<file path="src/rtl/sbtr_cntrl_mc.sv">
// Multi-chain saboteur controller: streams descriptor bits into one selected SBTR chain,
// then drives the global fault trigger TFEn. Optional readback: define SBTR_READBACK_EN.
module sbtr_cntrl_mc #(
  parameter int NUM_CHAINS = 4,
  parameter int LEN_W      = 16,
  parameter int CNT_W      = 32,
  parameter int TGT_W      = 2
) (
  input  logic                  CLK,
  input  logic                  RST,
  input  logic                  START,
  input  logic                  STOP,
  input  logic [1:0]            FI_MODE,
  input  logic [TGT_W-1:0]      TARGET,
  input  logic [LEN_W-1:0]      SR_LEN,
  input  logic [CNT_W-1:0]      TIMEOUT,
  input  logic                  BIT_VALID,
  input  logic                  BIT_DATA,
  output logic                  BIT_READY,
  input  logic [NUM_CHAINS-1:0] SO,
  output logic [NUM_CHAINS-1:0] EN,
  output logic [NUM_CHAINS-1:0] SI,
  output logic                  TFEn,
  output logic                  DONE,
  output logic                  BUSY,
  output logic                  ERR
`ifdef SBTR_READBACK_EN
  ,
  output logic                  RB_PARITY,
  output logic [LEN_W-1:0]      RB_ONES
`endif
);

  typedef enum logic [1:0] {
    ST_IDLE = 2'd0,
    ST_LOAD = 2'd1,
    ST_RUN  = 2'd2
  } state_t;

  state_t                  state_reg, state_next;
  logic [1:0]              mode_reg, mode_next;
  logic [TGT_W-1:0]        tgt_reg, tgt_next;
  logic [LEN_W-1:0]        len_reg, len_next;
  logic [CNT_W-1:0]        tmo_reg, tmo_next;
  logic [LEN_W-1:0]        bits_reg, bits_next;
  logic [CNT_W-1:0]        run_cnt_reg, run_cnt_next;
  logic [NUM_CHAINS-1:0]   en_reg, en_next;
  logic [NUM_CHAINS-1:0]   si_reg, si_next;
  logic                    tfen_reg, tfen_next;
  logic                    done_reg, done_next;
  logic                    busy_reg, busy_next;
  logic                    err_reg, err_next;

  logic [NUM_CHAINS-1:0]   tgt_sel;
  logic                    start_ok;
  logic                    handshake;
  logic                    tfen_fire;
  logic [CNT_W-1:0]        tmo_minus1;

  // One-hot decode of the latched target chain.
  generate
    for (genvar gi = 0; gi < NUM_CHAINS; gi++) begin : g_sel
      assign tgt_sel[gi] = (tgt_reg == TGT_W'(gi));
    end
  endgenerate

  assign BIT_READY  = (state_reg == ST_LOAD) && (bits_reg < len_reg);
  assign handshake  = BIT_VALID && BIT_READY;
  assign start_ok   = START && !STOP && (state_reg == ST_IDLE);
  assign tmo_minus1 = tmo_reg - CNT_W'(1);

  // TFEn is registered, so it is decided one cycle early from the run counter.
  always_comb begin
    tfen_fire = 1'b0;
    case (mode_reg)
      2'd2:    tfen_fire = (tmo_reg != '0) && (run_cnt_reg == tmo_minus1);
      2'd3:    tfen_fire = (tmo_reg != '0) && (run_cnt_reg >= tmo_minus1);
      default: tfen_fire = 1'b1;
    endcase
  end

  always_comb begin
    state_next   = state_reg;
    mode_next    = mode_reg;
    tgt_next     = tgt_reg;
    len_next     = len_reg;
    tmo_next     = tmo_reg;
    bits_next    = bits_reg;
    run_cnt_next = run_cnt_reg;
    en_next      = '0;
    si_next      = si_reg;
    tfen_next    = 1'b0;
    done_next    = done_reg;
    err_next     = err_reg;
    if (STOP) begin
      state_next   = ST_IDLE;
      si_next      = '0;
      done_next    = 1'b0;
      bits_next    = '0;
      run_cnt_next = '0;
    end else begin
      case (state_reg)
        ST_IDLE: begin
          if (START) begin
            mode_next = FI_MODE;
            tgt_next  = TARGET;
            len_next  = SR_LEN;
            tmo_next  = TIMEOUT;
            bits_next = '0;
            err_next  = 1'b0;
            if (int'(TARGET) >= NUM_CHAINS) begin
              err_next = 1'b1;
            end else if (SR_LEN == '0) begin
              state_next   = ST_RUN;
              done_next    = 1'b1;
              run_cnt_next = '0;
            end else begin
              state_next = ST_LOAD;
            end
          end
        end
        ST_LOAD: begin
          if (handshake) begin
            en_next   = tgt_sel;
            si_next   = tgt_sel & {NUM_CHAINS{BIT_DATA}};
            bits_next = bits_reg + LEN_W'(1);
          end else if (bits_reg == len_reg) begin
            // Final shift is on the chain this cycle; the run phase starts next.
            state_next   = ST_RUN;
            si_next      = '0;
            done_next    = 1'b1;
            run_cnt_next = '0;
          end
        end
        ST_RUN: begin
          if (run_cnt_reg != tmo_reg) begin
            run_cnt_next = run_cnt_reg + CNT_W'(1);
          end
          tfen_next = tfen_fire;
        end
        default: state_next = ST_IDLE;
      endcase
    end
    busy_next = (state_next != ST_IDLE);
  end

  always_ff @(posedge CLK or negedge RST) begin
    if (!RST) begin
      state_reg   <= ST_IDLE;
      mode_reg    <= '0;
      tgt_reg     <= '0;
      len_reg     <= '0;
      tmo_reg     <= '0;
      bits_reg    <= '0;
      run_cnt_reg <= '0;
      en_reg      <= '0;
      si_reg      <= '0;
      tfen_reg    <= 1'b0;
      done_reg    <= 1'b0;
      busy_reg    <= 1'b0;
      err_reg     <= 1'b0;
    end else begin
      state_reg   <= state_next;
      mode_reg    <= mode_next;
      tgt_reg     <= tgt_next;
      len_reg     <= len_next;
      tmo_reg     <= tmo_next;
      bits_reg    <= bits_next;
      run_cnt_reg <= run_cnt_next;
      en_reg      <= en_next;
      si_reg      <= si_next;
      tfen_reg    <= tfen_next;
      done_reg    <= done_next;
      busy_reg    <= busy_next;
      err_reg     <= err_next;
    end
  end

  assign EN   = en_reg;
  assign SI   = si_reg;
  assign TFEn = tfen_reg;
  assign DONE = done_reg;
  assign BUSY = busy_reg;
  assign ERR  = err_reg;

`ifdef SBTR_READBACK_EN
  logic             rb_par_reg, rb_par_next;
  logic [LEN_W-1:0] rb_ones_reg, rb_ones_next;
  logic             so_bit;

  // en_reg only ever holds the target bit, so masking selects SO[target].
  assign so_bit = |(SO & en_reg);

  always_comb begin
    rb_par_next  = rb_par_reg;
    rb_ones_next = rb_ones_reg;
    if (start_ok) begin
      rb_par_next  = 1'b0;
      rb_ones_next = '0;
    end else if (en_reg != '0) begin
      rb_par_next  = rb_par_reg ^ so_bit;
      rb_ones_next = rb_ones_reg + {{(LEN_W-1){1'b0}}, so_bit};
    end
  end

  always_ff @(posedge CLK or negedge RST) begin
    if (!RST) begin
      rb_par_reg  <= 1'b0;
      rb_ones_reg <= '0;
    end else begin
      rb_par_reg  <= rb_par_next;
      rb_ones_reg <= rb_ones_next;
    end
  end

  assign RB_PARITY = rb_par_reg;
  assign RB_ONES   = rb_ones_reg;
`else
  logic unused_rb;
  assign unused_rb = ^{SO, start_ok};
`endif

endmodule
</file>
<file path="config.mk">
export PLATFORM = sky130hd
export DESIGN_NAME = sbtr_cntrl_mc
export DESIGN_NICKNAME = d
export VERILOG_FILES = /design/src/rtl/sbtr_cntrl_mc.sv
export SDC_FILE = /design/constraint.sdc
export NUM_CORES = 1
export LEC_CHECK = 0
export ABC_CLOCK_PERIOD_IN_PS = 6600
export BUFFER_PORTS_ARGS = -buffer_cell sky130_fd_sc_hd__buf_2
export CAP_MARGIN = 5
export CORE_ASPECT_RATIO = 1.5
export CORE_MARGIN = 2
export CORE_UTILIZATION = 60
export CTS_BUF_LIST = sky130_fd_sc_hd__clkbuf_8 sky130_fd_sc_hd__clkbuf_16
export DETAILED_ROUTE_END_ITERATION = 6
export GPL_TIMING_DRIVEN = 0
export HOLD_SLACK_MARGIN = 0.1
export PLACE_DENSITY_LB_ADDON = 0.1
export SYNTH_ARGS = -nofsm -noshare
export SYNTH_HDL_FRONTEND = slang
export SYNTH_SLANG_ARGS = --single-unit
</file>
<file path="constraint.sdc">
create_clock -name CLK -period 6.6 [get_ports CLK]
set_input_delay 0.99 -clock CLK [delete_from_list [all_inputs] [get_ports CLK]]
set_output_delay 0.99 -clock CLK [all_outputs]
set_load 0.02 [all_outputs]
</file>
Yosys cells after proc, flatten, opt, wreduce, memory -nomap -nowiden
Cells that the tools add are included.
{"block": "totals", "register_bits": 113, "inputBits": 62, "out_inout_bits": 13, "wordCells": 86}
{"block": "op_classes", "addsub": 3, "order_cmp": 2, "n_eq_ne": 16, "muxes": 33, "bitwise": 2, "reduce_logical": 18}
{"op": "32-bit 2-to-1 mux", "n": 6}
{"op": "32-bit one-hot mux with 3 select lines", "n": 1}
{"op": "16-bit 2-to-1 mux", "n": 3}
{"op": "32-bit by 1-bit adder with 32-bit output, second input constant", "n": 1}
{"op": "32-bit == test", "n": 1}
{"op": "32-bit >= comparator", "n": 1}
{"op": "32-bit != test", "n": 1}
{"op": "16-bit one-hot mux with 2 select lines", "n": 1}
{"op": "32-bit nonzero test", "n": 1}
{"op": "32-bit by 1-bit subtractor with 32-bit output, second input constant", "n": 1}
{"op": "4-bit 2-to-1 mux", "n": 7}
{"op": "16-bit by 1-bit adder with 16-bit output, second input constant", "n": 1}
{"op": "16-bit == test", "n": 1}
{"op": "16-bit zero test", "n": 1}
{"op": "16-bit < comparator", "n": 1}
{"op": "3-bit != test, second input constant", "n": 4}
{"op": "2-bit == test, second input constant", "n": 5}
{"op": "2-bit 2-to-1 mux", "n": 5}
{"op": "1-bit 2-to-1 mux", "n": 7}
{"op": "3-bit by 2-bit != test with 1-bit output, second input constant", "n": 2}
{"op": "2-bit one-hot mux with 3 select lines", "n": 1}
{"op": "3-bit AND reduction", "n": 2}
{"op": "6-bit AND reduction", "n": 1}
{"op": "3-bit nonzero test", "n": 2}
{"op": "10 further kinds", "n": 17}

Longest topological paths before layout
Gate-level depths: netlist of the first run.
{"block": "logic_depth", "ltp_word": 7, "depth_mapped": 17, "mapped_depth_nobuf": 17}

Worst setup path after synthesis of the first run
OpenSTA, ideal clock, no wires.
{"block": "synth_path", "kind": "register to register", "from": "register tmo_reg[2]", "to": "register tfen_reg (netlist: TFEn)", "setup_time_ns": 0.077, "t_arrival_ns": 3.380, "path_slack_ns": 3.142, "path_stages_with_launch": 17, "path_buffers": 1, "period_less_slack_ns": 3.458, "path_cell_list": "dfrtp_1 buf_2 or4_4 nor4_2 nand2_1 nor2_2 nand2_1 nor3_1 xnor2_1 ha_1 nand4_1 nor2_1 and4_1 nand4_1 o31ai_1 o21ai_0 a21oi_1"}
{"block": "synth_via", "elab_chain_len": 6}
{"item": "start: declaration", "line_no": "44", "rtl": "logic [CNT_W-1:0] tmo_reg, tmo_next;"}
{"item": "start signal: assignment", "line_no": "167", "rtl": "tmo_reg <= tmo_next;"}
{"item": "32-bit by 1-bit subtractor with 32-bit output", "line_no": "70", "rtl": "assign tmo_minus1 = tmo_reg - CNT_W'(1);"}
{"item": "32-bit >= comparator / 32-bit == test (equally long branches)", "line_no": "77, 76"}
{"item": "1-bit logical AND (on tied branches)", "line_no": "77, 76"}
{"item": "1-bit one-hot mux with 2 select lines (*)", "line_no": "75", "rtl": "case (mode_reg)"}
{"item": "1-bit 2-to-1 mux (*)", "line_no": "102", "rtl": "case (state_reg)"}
{"item": "1-bit 2-to-1 mux (*)", "line_no": "95", "rtl": "if (STOP) begin"}
{"item": "named net tfen_next", "line_no": "49", "rtl": "logic tfen_reg, tfen_next;"}
{"item": "end signal: assignment", "line_no": "172", "rtl": "tfen_reg <= tfen_next;"}
{"item": "end: declaration", "line_no": "49"}
Mark *: on every way through the listed nets, which the timed path passes. The rest lies on a longest branch.
A chain may end at the register's enable or synchronous reset.

Worst setup path after layout of the first run
Same ends and word-level chain as after synthesis.

==> reports/metrics.csv, run 1 <==
stage,metric,value,unit
clock_tree,H-tree levels,4,
global_routing,gr usage total,0.3237,
layout,filler cell count,942,
layout,Area Overhead vs Synth,16.08,%
global_routing,initial antenna violation count,0,
synth,Synth top area share,0.3903,
synth,Post-synth ARST share,1.000,
layout,multi-input combinational cell area,4105,sq um
timing,Final Max Slew Viols,0,
global_routing,largest net degree at the start of global routing,40,
synth,syn_area_per_cell,9.324,sq um
timing,slew at the pin with the worst max-slew slack,1.003,ns
floorplanning,Core ar.,11890,sq um
placed_design,post-DP HPWL,15350,microns
routing,via count,6486,
setup_path,CP Capture Type,flip-flop,
clock_tree,CTS buffer count,17,
job,MaxCap Viol Count,0,
synth,number of synthesized flops with an enable pin,0,
floorplanning,Die Footprint,12990,sq um
global_routing,met1 usage in global routing,0.3483,
layout,design area,8409,sq um
routing,WL final,20170,microns
synth,Synth Net Count,891,
timing,final hold slack,0.5021,ns
clock_tree,CTS tree,yes,
timing,Clock Skew,0.009983,ns
routing,drt first pass iters,5,
layout,final core utilization,0.7070,
setup_path,crit path kind,flip-flop to flip-flop,
layout,register area,2828,sq um
synth,ys flop type,dfrtp_1,
clock_tree,hold buffer count at cts,0,
timing,unrepaired setup endpoints after global routing,false,
hold_path,Worst Hold Class,flip-flop to flip-flop,
routing,Detail Route Antenna Nets,0,
power_and_ir_drop,Sw Share,0.2940,
synth,Yosys reg bits,113,
power_and_ir_drop,switching pwr,0.6099,mW
timing,setup TNS,0,ns
placed_design,IO buf count,69,
clock_tree,clock sink total,113,
timing,Rel. slew slack,0.3261,
setup_path,Crit path required time,6.94,ns
floorplanning,Die Wd,93.72,microns
global_routing,total gr overflow,0,
timing,period utilization,0.6344,
layout,diode count,0,
setup_path,crit path max fanout,7,
timing,Final Hold Viols,0,
power_and_ir_drop,Clock power frac,0.436,
global_routing,GR Util met2,0.5662,
synth,synthesized instance count,777,
timing,Peak Freq,238.9,MHz
routing,DR vias/cell,6.279,
synth,cell area after synthesis,7244,sq um
routing,# DRC,0,
global_routing,grt peak-use layer,met2,
floorplanning,Die Y,138.6,microns
power_and_ir_drop,Power Dens Cells,246.7,nW/um^2
power_and_ir_drop,Int Pwr,1.465,mW
status,status,finished clean,
layout,ratio of cells with drive above 1 in the final layout,0.1932,
floorplanning,row cnt,49,
floorplanning,Initial Util,0.6091,
power_and_ir_drop,combinational group share of total power,0.168,
routing,DR WL/cell,19.53,microns
clock_tree,CTS root buffer,clkbuf_16,
power_and_ir_drop,leakage,3.771,nW
synth,count of distinct cell types in the synthesized netlist,59,
routing,First DRT Iteration DRCs,451,
clock_tree,Post-CTS Resized,0,
clock_tree,register clock-pin slew on the reported worst setup and hold paths,0.06,ns
clock_tree,setup repair bufs after CTS,0,
synth,sequential-to-total area share from yosys stat,0.3903,
synth,"top cells by area, synth","dfrtp_1 39%, ha_1 9.0%, mux2_2 5.3%",
placed_design,final estimated routing congestion in global placement,0.9555,
setup_path,"Arr. time, crit path",4.53,ns
synth,synth warn,0,
global_routing,first-pass GRT wire length,32690,microns
global_routing,met3 usage,0.05000,
floorplanning,I/O Pins,75,
placed_design,Placed Area,7824,sq um
global_routing,vias in the first global route,6701,
setup_path,CP Launch Type,flip-flop,
layout,Final nets,981,
clock_tree,Skew-Pair Late Insertion Delay,0.41,ns
synth,post-synth top area cell,dfrtp_1,
timing,final setup fails,0,
power_and_ir_drop,sequential power share,0.396,
clock_tree,Max Root-Sink Buffers,2,
power_and_ir_drop,VDD IR-drop max,0.1640,mV
timing,min cycle time layout,4.187,ns
## cell type report
type / count / share of cell area
Buffer: 37 / 0.01919
Clock buffer: 17 / 0.05059
Clock inverter: 15 / 0.01904
Inverter: 40 / 0.01785
Multi-Input combinational cell: 587 / 0.4882
Sequential cell: 113 / 0.3363
Tap cell: 153 / 0.02276
Timing Repair Buffer: 71 / 0.04612
## Yosys cell counts (5+ instances only)
cell type,count
a21o_1,13
a21oi_1,35
a31oi_1,14
and3_1,12
buf_2,9
clkbuf_1,25
dfrtp_1,113
ha_1,52
inv_1,40
mux2_2,34
nand2_1,58
nand2b_1,10
nand3_1,21
nand4_1,16
nor2_1,50
nor2b_1,6
nor3_1,27
nor4_1,21
o21ai_0,63
o21ai_1,5
o31ai_1,15
o41ai_1,7
or3_1,7
xnor2_1,33
xor2_1,37
## cells by family after synthesis
logic type | count (synthesis) | synth area share
other | 1 | 0.0005176
adder cells (fa/ha/maj) | 52 | 0.08981
XOR/XNOR | 70 | 0.08463
flip-flops | 113 | 0.3903
AND/OR/NAND/NOR | 258 | 0.1895
buffers and inverters | 77 | 0.04300
multiplexers | 34 | 0.05285
AO/OA/AOI/OAI | 172 | 0.1494
## critical path: stages (launching register included)
cell and delay, ns:
dfrtp_1 0.36, buf_2 0.17, or4_4 0.59, nor4_2 0.46, nand2_1 0.18, nor2_2 0.28, nand2_1 0.20, nor3_1 0.25
xnor2_1 0.09, ha_1 0.30, nand4_1 0.12, nor2_1 0.19, and4_1 0.25, nand4_1 0.13, o31ai_1 0.32, o21ai_0 0.12
a21oi_1 0.12
## cells in the final DEF, fill, tap and decap left out, drive strengths merged, types with 14 or more instances in the layout
cell and instances:
dfrtp 113, buf 83, o21ai 68, nand2 58
ha 52, nor2 51, inv 43, clkbuf 42
xor2 37, a21oi 35, mux2 34, xnor2 33
nor3 28, nor4 25, nand3 22, o31ai 20
nand4 18, a31oi 14
## routing by layer
layer  wire [microns]  up-vias
met4             1460        0
met3             1003       88
met5                0        -
met1             7191     3124
li1                 -     2990
met2            10520      284
## power groups by stage
stage / logic [mW] / clock network (mW) / registers (mW)
finish: 0.348 / 0.905 / 0.821
detailed placement: 0.341 / 0 / 0.831
global route: 0.386 / 0.948 / 0.829
floorplan: 0.237 / 0 / 0.814
CTS: 0.346 / 0.913 / 0.820
global placement: 0.322 / 0 / 0.829
## worst paths after layout
path | cells past startpoint | endpoint | start | slack, ns
hold reg to reg | 1 | SI[0] | SI[0] | 0.50
hold / removal | 1 | SI[0] | SI[0] | 0.50
min in group asynchronous | 1 | run_cnt_reg[28] | RST | 0.54
max in group asynchronous | 3 | tgt_reg[0] | RST | 5.20
setup / recovery | 16 | TFEn | tmo_reg[2] | 2.41
setup reg to reg | 16 | TFEn | tmo_reg[2] | 2.41
## stage by stage
| stage | total power [mW] | instances | setup WS [ns] |
|---|---|---|---|
| floorplan | 1.051 | 777 | 3.142 |
| global placement | 1.151 | 999 | 2.542 |
| detailed placement | 1.171 | 1001 | 2.511 |
| CTS | 2.079 | 1033 | 2.453 |
| global route | 2.163 | 1033 | 2.105 |
| finish | 2.075 | 1033 | 2.413 |
No activity file was read; power rests on OpenSTA's default activity.
==> inputs of run 2 (changes only) <==
--- a/config.mk
+++ b/config.mk
@@ -5,7 +5,8 @@
 export SDC_FILE = /design/constraint.sdc
 export NUM_CORES = 1
 export LEC_CHECK = 0
-export ABC_CLOCK_PERIOD_IN_PS = 6600
+export ABC_AREA = 1
+export ABC_CLOCK_PERIOD_IN_PS = 3900
 export BUFFER_PORTS_ARGS = -buffer_cell sky130_fd_sc_hd__buf_2
 export CAP_MARGIN = 5
 export CORE_ASPECT_RATIO = 1.5
==> constraint.sdc (replaced) <==
create_clock -name CLK -period 3.9 [get_ports CLK]
set_input_delay 0.585 -clock CLK [delete_from_list [all_inputs] [get_ports CLK]]
set_output_delay 0.585 -clock CLK [all_outputs]
set_load 0.02 [all_outputs]
==> run 2 against run 1 <==
  * Routed wire length rose by 33%
  * Cell count up 42%
  * Non-clock buffer count is 1 lower
  * Die area grew 14%
  * Synthesized cell count up 56%
  * Total power grew 93%
  * First-iteration DRC count increased by 31%
  * Clock power rose by 78%
  * Register-to-register slack worse by 2.1 ns
  * Maximum frequency up 17%
  * Critical path type unchanged
  * Largest cell class unchanged
  * Highest routed layer unchanged
==> reports/metrics.csv, run 2 <==
stage,metric,value,unit
synth,"top cells by count, synth","355 x nand2_1, 142 x inv_1, 130 x nor2_1, 113 x dfrtp_1, 93 x nand3_1",
clock_tree,Max Root-Sink Buffers,2,
setup_path,"Arr. time, crit path",3.92,ns
clock_tree,register clock-pin slew on the reported worst setup and hold paths,0.06,ns
power_and_ir_drop,Power Dens Cells,421.0,nW/um^2
global_routing,grt peak-use layer,met2,
synth,number of synthesized flops with an enable pin,0,
job,MaxCap Viol Count,0,
global_routing,met3 usage,0.05545,
global_routing,largest net degree at the start of global routing,68,
routing,via count,8437,
layout,Finished Layout Cells,1471,
status,status,finished clean,
synth,most frequent cell after synthesis,nand2_1,
setup_path,CP Launch Type,flip-flop,
clock_tree,Post-CTS Resized,0,
timing,unrepaired setup endpoints after global routing,false,
global_routing,gr usage total,0.3723,
floorplanning,Die Y,148.2,microns
synth,sequential-to-total area share from yosys stat,0.3400,
synth,Synth Net Count,1323,
synth,count of distinct cell types in the synthesized netlist,39,
layout,filler cell count,1244,
synth,cell area after synthesis,8318,sq um
floorplanning,Die Footprint,14840,sq um
clock_tree,CTS buffer count,17,
global_routing,initial antenna violation count,0,
synth,syn_area_per_cell,6.880,sq um
synth,synthesized instance count,1209,
placed_design,placed cell count,1440,
clock_tree,CTS root buffer,clkbuf_16,
routing,First DRT Iteration DRCs,591,
layout,Final nets,1411,
routing,WL final,26750,microns
setup_path,reg-to-reg startpoint,tmo_reg[0],
routing,Detail Route Antenna Nets,0,
floorplanning,Initial Util,0.6146,
timing,final setup fails,0,
global_routing,first-pass GRT wire length,41800,microns
setup_path,CP bufs+invs,3,
setup_path,crit path kind,flip-flop to flip-flop,
timing,Peak Freq,279.3,MHz
placed_design,post-DP HPWL,20810,microns
clock_tree,setup repair bufs after CTS,0,
global_routing,met1 usage in global routing,0.3778,
timing,Rel. slew slack,0.4557,
synth,synth warn,0,
synth,post-synth top area cell,dfrtp_1,
placed_design,IO buf count,68,
placed_design,final estimated routing congestion in global placement,1.026,
clock_tree,CTS tree,yes,
floorplanning,Core ar.,13530,sq um
layout,Area Overhead vs Synth,14.15,%
layout,ratio of cells with drive above 1 in the final layout,0.1169,
clock_tree,hold buffer count at cts,0,
clock_tree,Skew-Pair Late Insertion Delay,0.42,ns
setup_path,slowest library cell on the worst path,dfrtp_1,
routing,# DRC,0,
synth,Synth top area share,0.3400,
floorplanning,I/O Pins,75,
power_and_ir_drop,leakage,4.720,nW
floorplanning,row cnt,52,
timing,Final Max Slew Viols,0,
timing,min cycle time layout,3.580,ns
routing,DR WL/cell,18.19,microns
setup_path,crit path max fanout,5,
floorplanning,Die Wd,100.1,microns
clock_tree,clock sink total,113,
setup_path,CP Capture Type,flip-flop,
setup_path,worst setup path startpoint,tmo_reg[0],
timing,setup TNS,0,ns
setup_path,critical path's largest stage delay,0.36,ns
global_routing,vias in the first global route,8356,
layout,"most common cell after layout, fill and taps aside",nand2_1,
synth,Yosys reg bits,113,
setup_path,top cell family by delay on the critical path,simple AND/OR/NAND/NOR gates,
setup_path,"critical path, cell by cell",inv_1 > ha_1 > inv_1 > nor2_2 > nand2_2 > nor2_2 > nand2_1 > nor2_2 > nand3_2 > nor2_2 > nand3_1 > xor2_1 > ha_1 > nand2_1 > inv_1 > nand3_1 > nor3_1 > and2_1 > nand2_1 > nand2_1 > nand2_1 > nand2_1 > nand2_1 > a21oi_1,
timing,period utilization,0.9179,
hold_path,Worst Hold Class,input port to async pin,
synth,Post-synth ARST share,1.000,
layout,diode count,0,
setup_path,Crit path required time,4.24,ns
clock_tree,H-tree levels,4,
global_routing,total gr overflow,0,
routing,drt first pass iters,6,
global_routing,GR Util met2,0.6628,
timing,slew at the pin with the worst max-slew slack,0.8164,ns
power_and_ir_drop,VDD IR-drop max,0.2941,mV
routing,DR vias/cell,5.736,
timing,Final Hold Viols,0,
setup_path,"Top cell by count, worst path",nand2_1,
synth,ys flop type,dfrtp_1,
timing,Clock Skew,0.01090,ns
synth,"top cells by area, synth","dfrtp_1 34%, nand2_1 16%, ha_1 7.8%",
layout,most frequent cells in the layout,"355 x nand2_1, 142 x inv_1, 130 x nor2_1",
[run 2: cell count changes after synthesis, sizes merged, moves of 13 or more]
cell / delta
a31oi: -13
inv: +113
mux2: -34
nand2: +301
nand3: +74
nand4: +14
nor2: +91
nor3: +18
nor4: -20
o22ai: +15
o31ai: -19
xnor2: -23
[run 2: cell families (layout without fill, tap and decap cells)]
kind of cell               Yosys count  count (layout)  synth area share
adders and majority gates           52              52           0.07822
other                                1               1         0.0004508
AOI/OAI and AO/OA                  109             109           0.06980
buffers and inverters              191             291           0.09371
and+or+nand+nor                    688             688            0.3600
xor gates and xnor gates            55              55           0.05791
DFF                                113             113            0.3400
[run 2: area by class of cell]
cell class / count / area, sq um / share of cell area
clock buffers: 18 / 439.2 / 0.04625
clock inverters: 13 / 161.4 / 0.01700
plain buffers: 38 / 205.2 / 0.02161
repair buffers: 69 / 374.1 / 0.03940
multi-input cells: 905 / 4711 / 0.4961
inverters: 153 / 574.3 / 0.06048
flip-flops and latches: 113 / 2828 / 0.2978
well taps: 162 / 202.7 / 0.02135
[run 2: worst paths after layout]
kind                           endpoint  slack, ns  cells past startpoint
max                                TFEn       0.32                     24
min                         tmo_reg[11]        0.1                      1
max reg2reg                        TFEn       0.32                     24
min reg2reg                       SI[1]       0.47                      2
max in group asynchronous  state_reg[0]       3.11                      2
min in group CLK            tmo_reg[21]       0.36                      3
[run 2: per-layer routing]
metal	part of all wire	routed length, microns	vias to the layer above
li1	-	-	4076
met1	0.35	9289	3832
met2	0.51	13560	390
met3	0.054	1458	139
met4	0.092	2449	0
met5	0	0	-
[run 2: power by group]
group / switching [mW] / leakage (nW) / internal (mW)
Combinational: 0.637 / 2.94 / 0.331
Sequential: 0.125 / 1.49 / 1.30
Clock: 0.592 / 0.285 / 1.02
[run 2: through the flow]
stage	hold slack (ns)	cell area [sq um]	power [mW]	worst slack (ns)	utilization
floorplan	0.2894	8318	2.067	1.078	-
global placement	0.4487	8861	2.356	0.4309	0.6548
detailed placement	0.4494	8895	2.381	0.4020	0.6573
CTS	0.1123	9495	3.992	0.3679	0.7016
global route	0.1298	9495	4.186	0.09958	0.7016
finish	0.09544	9495	3.997	0.3202	0.7016
[run 2: worst register-to-register path: cells and delay by family, from the launching register on]
kind,cells,cell delay [ns]
AND/OR/NAND/NOR,17,2.07
adder cells (fa/ha/maj),2,0.50
flip-flops,1,0.36
buffers and inverters,3,0.30
XOR/XNOR,1,0.16
AO/OA/AOI/OAI,1,0.11
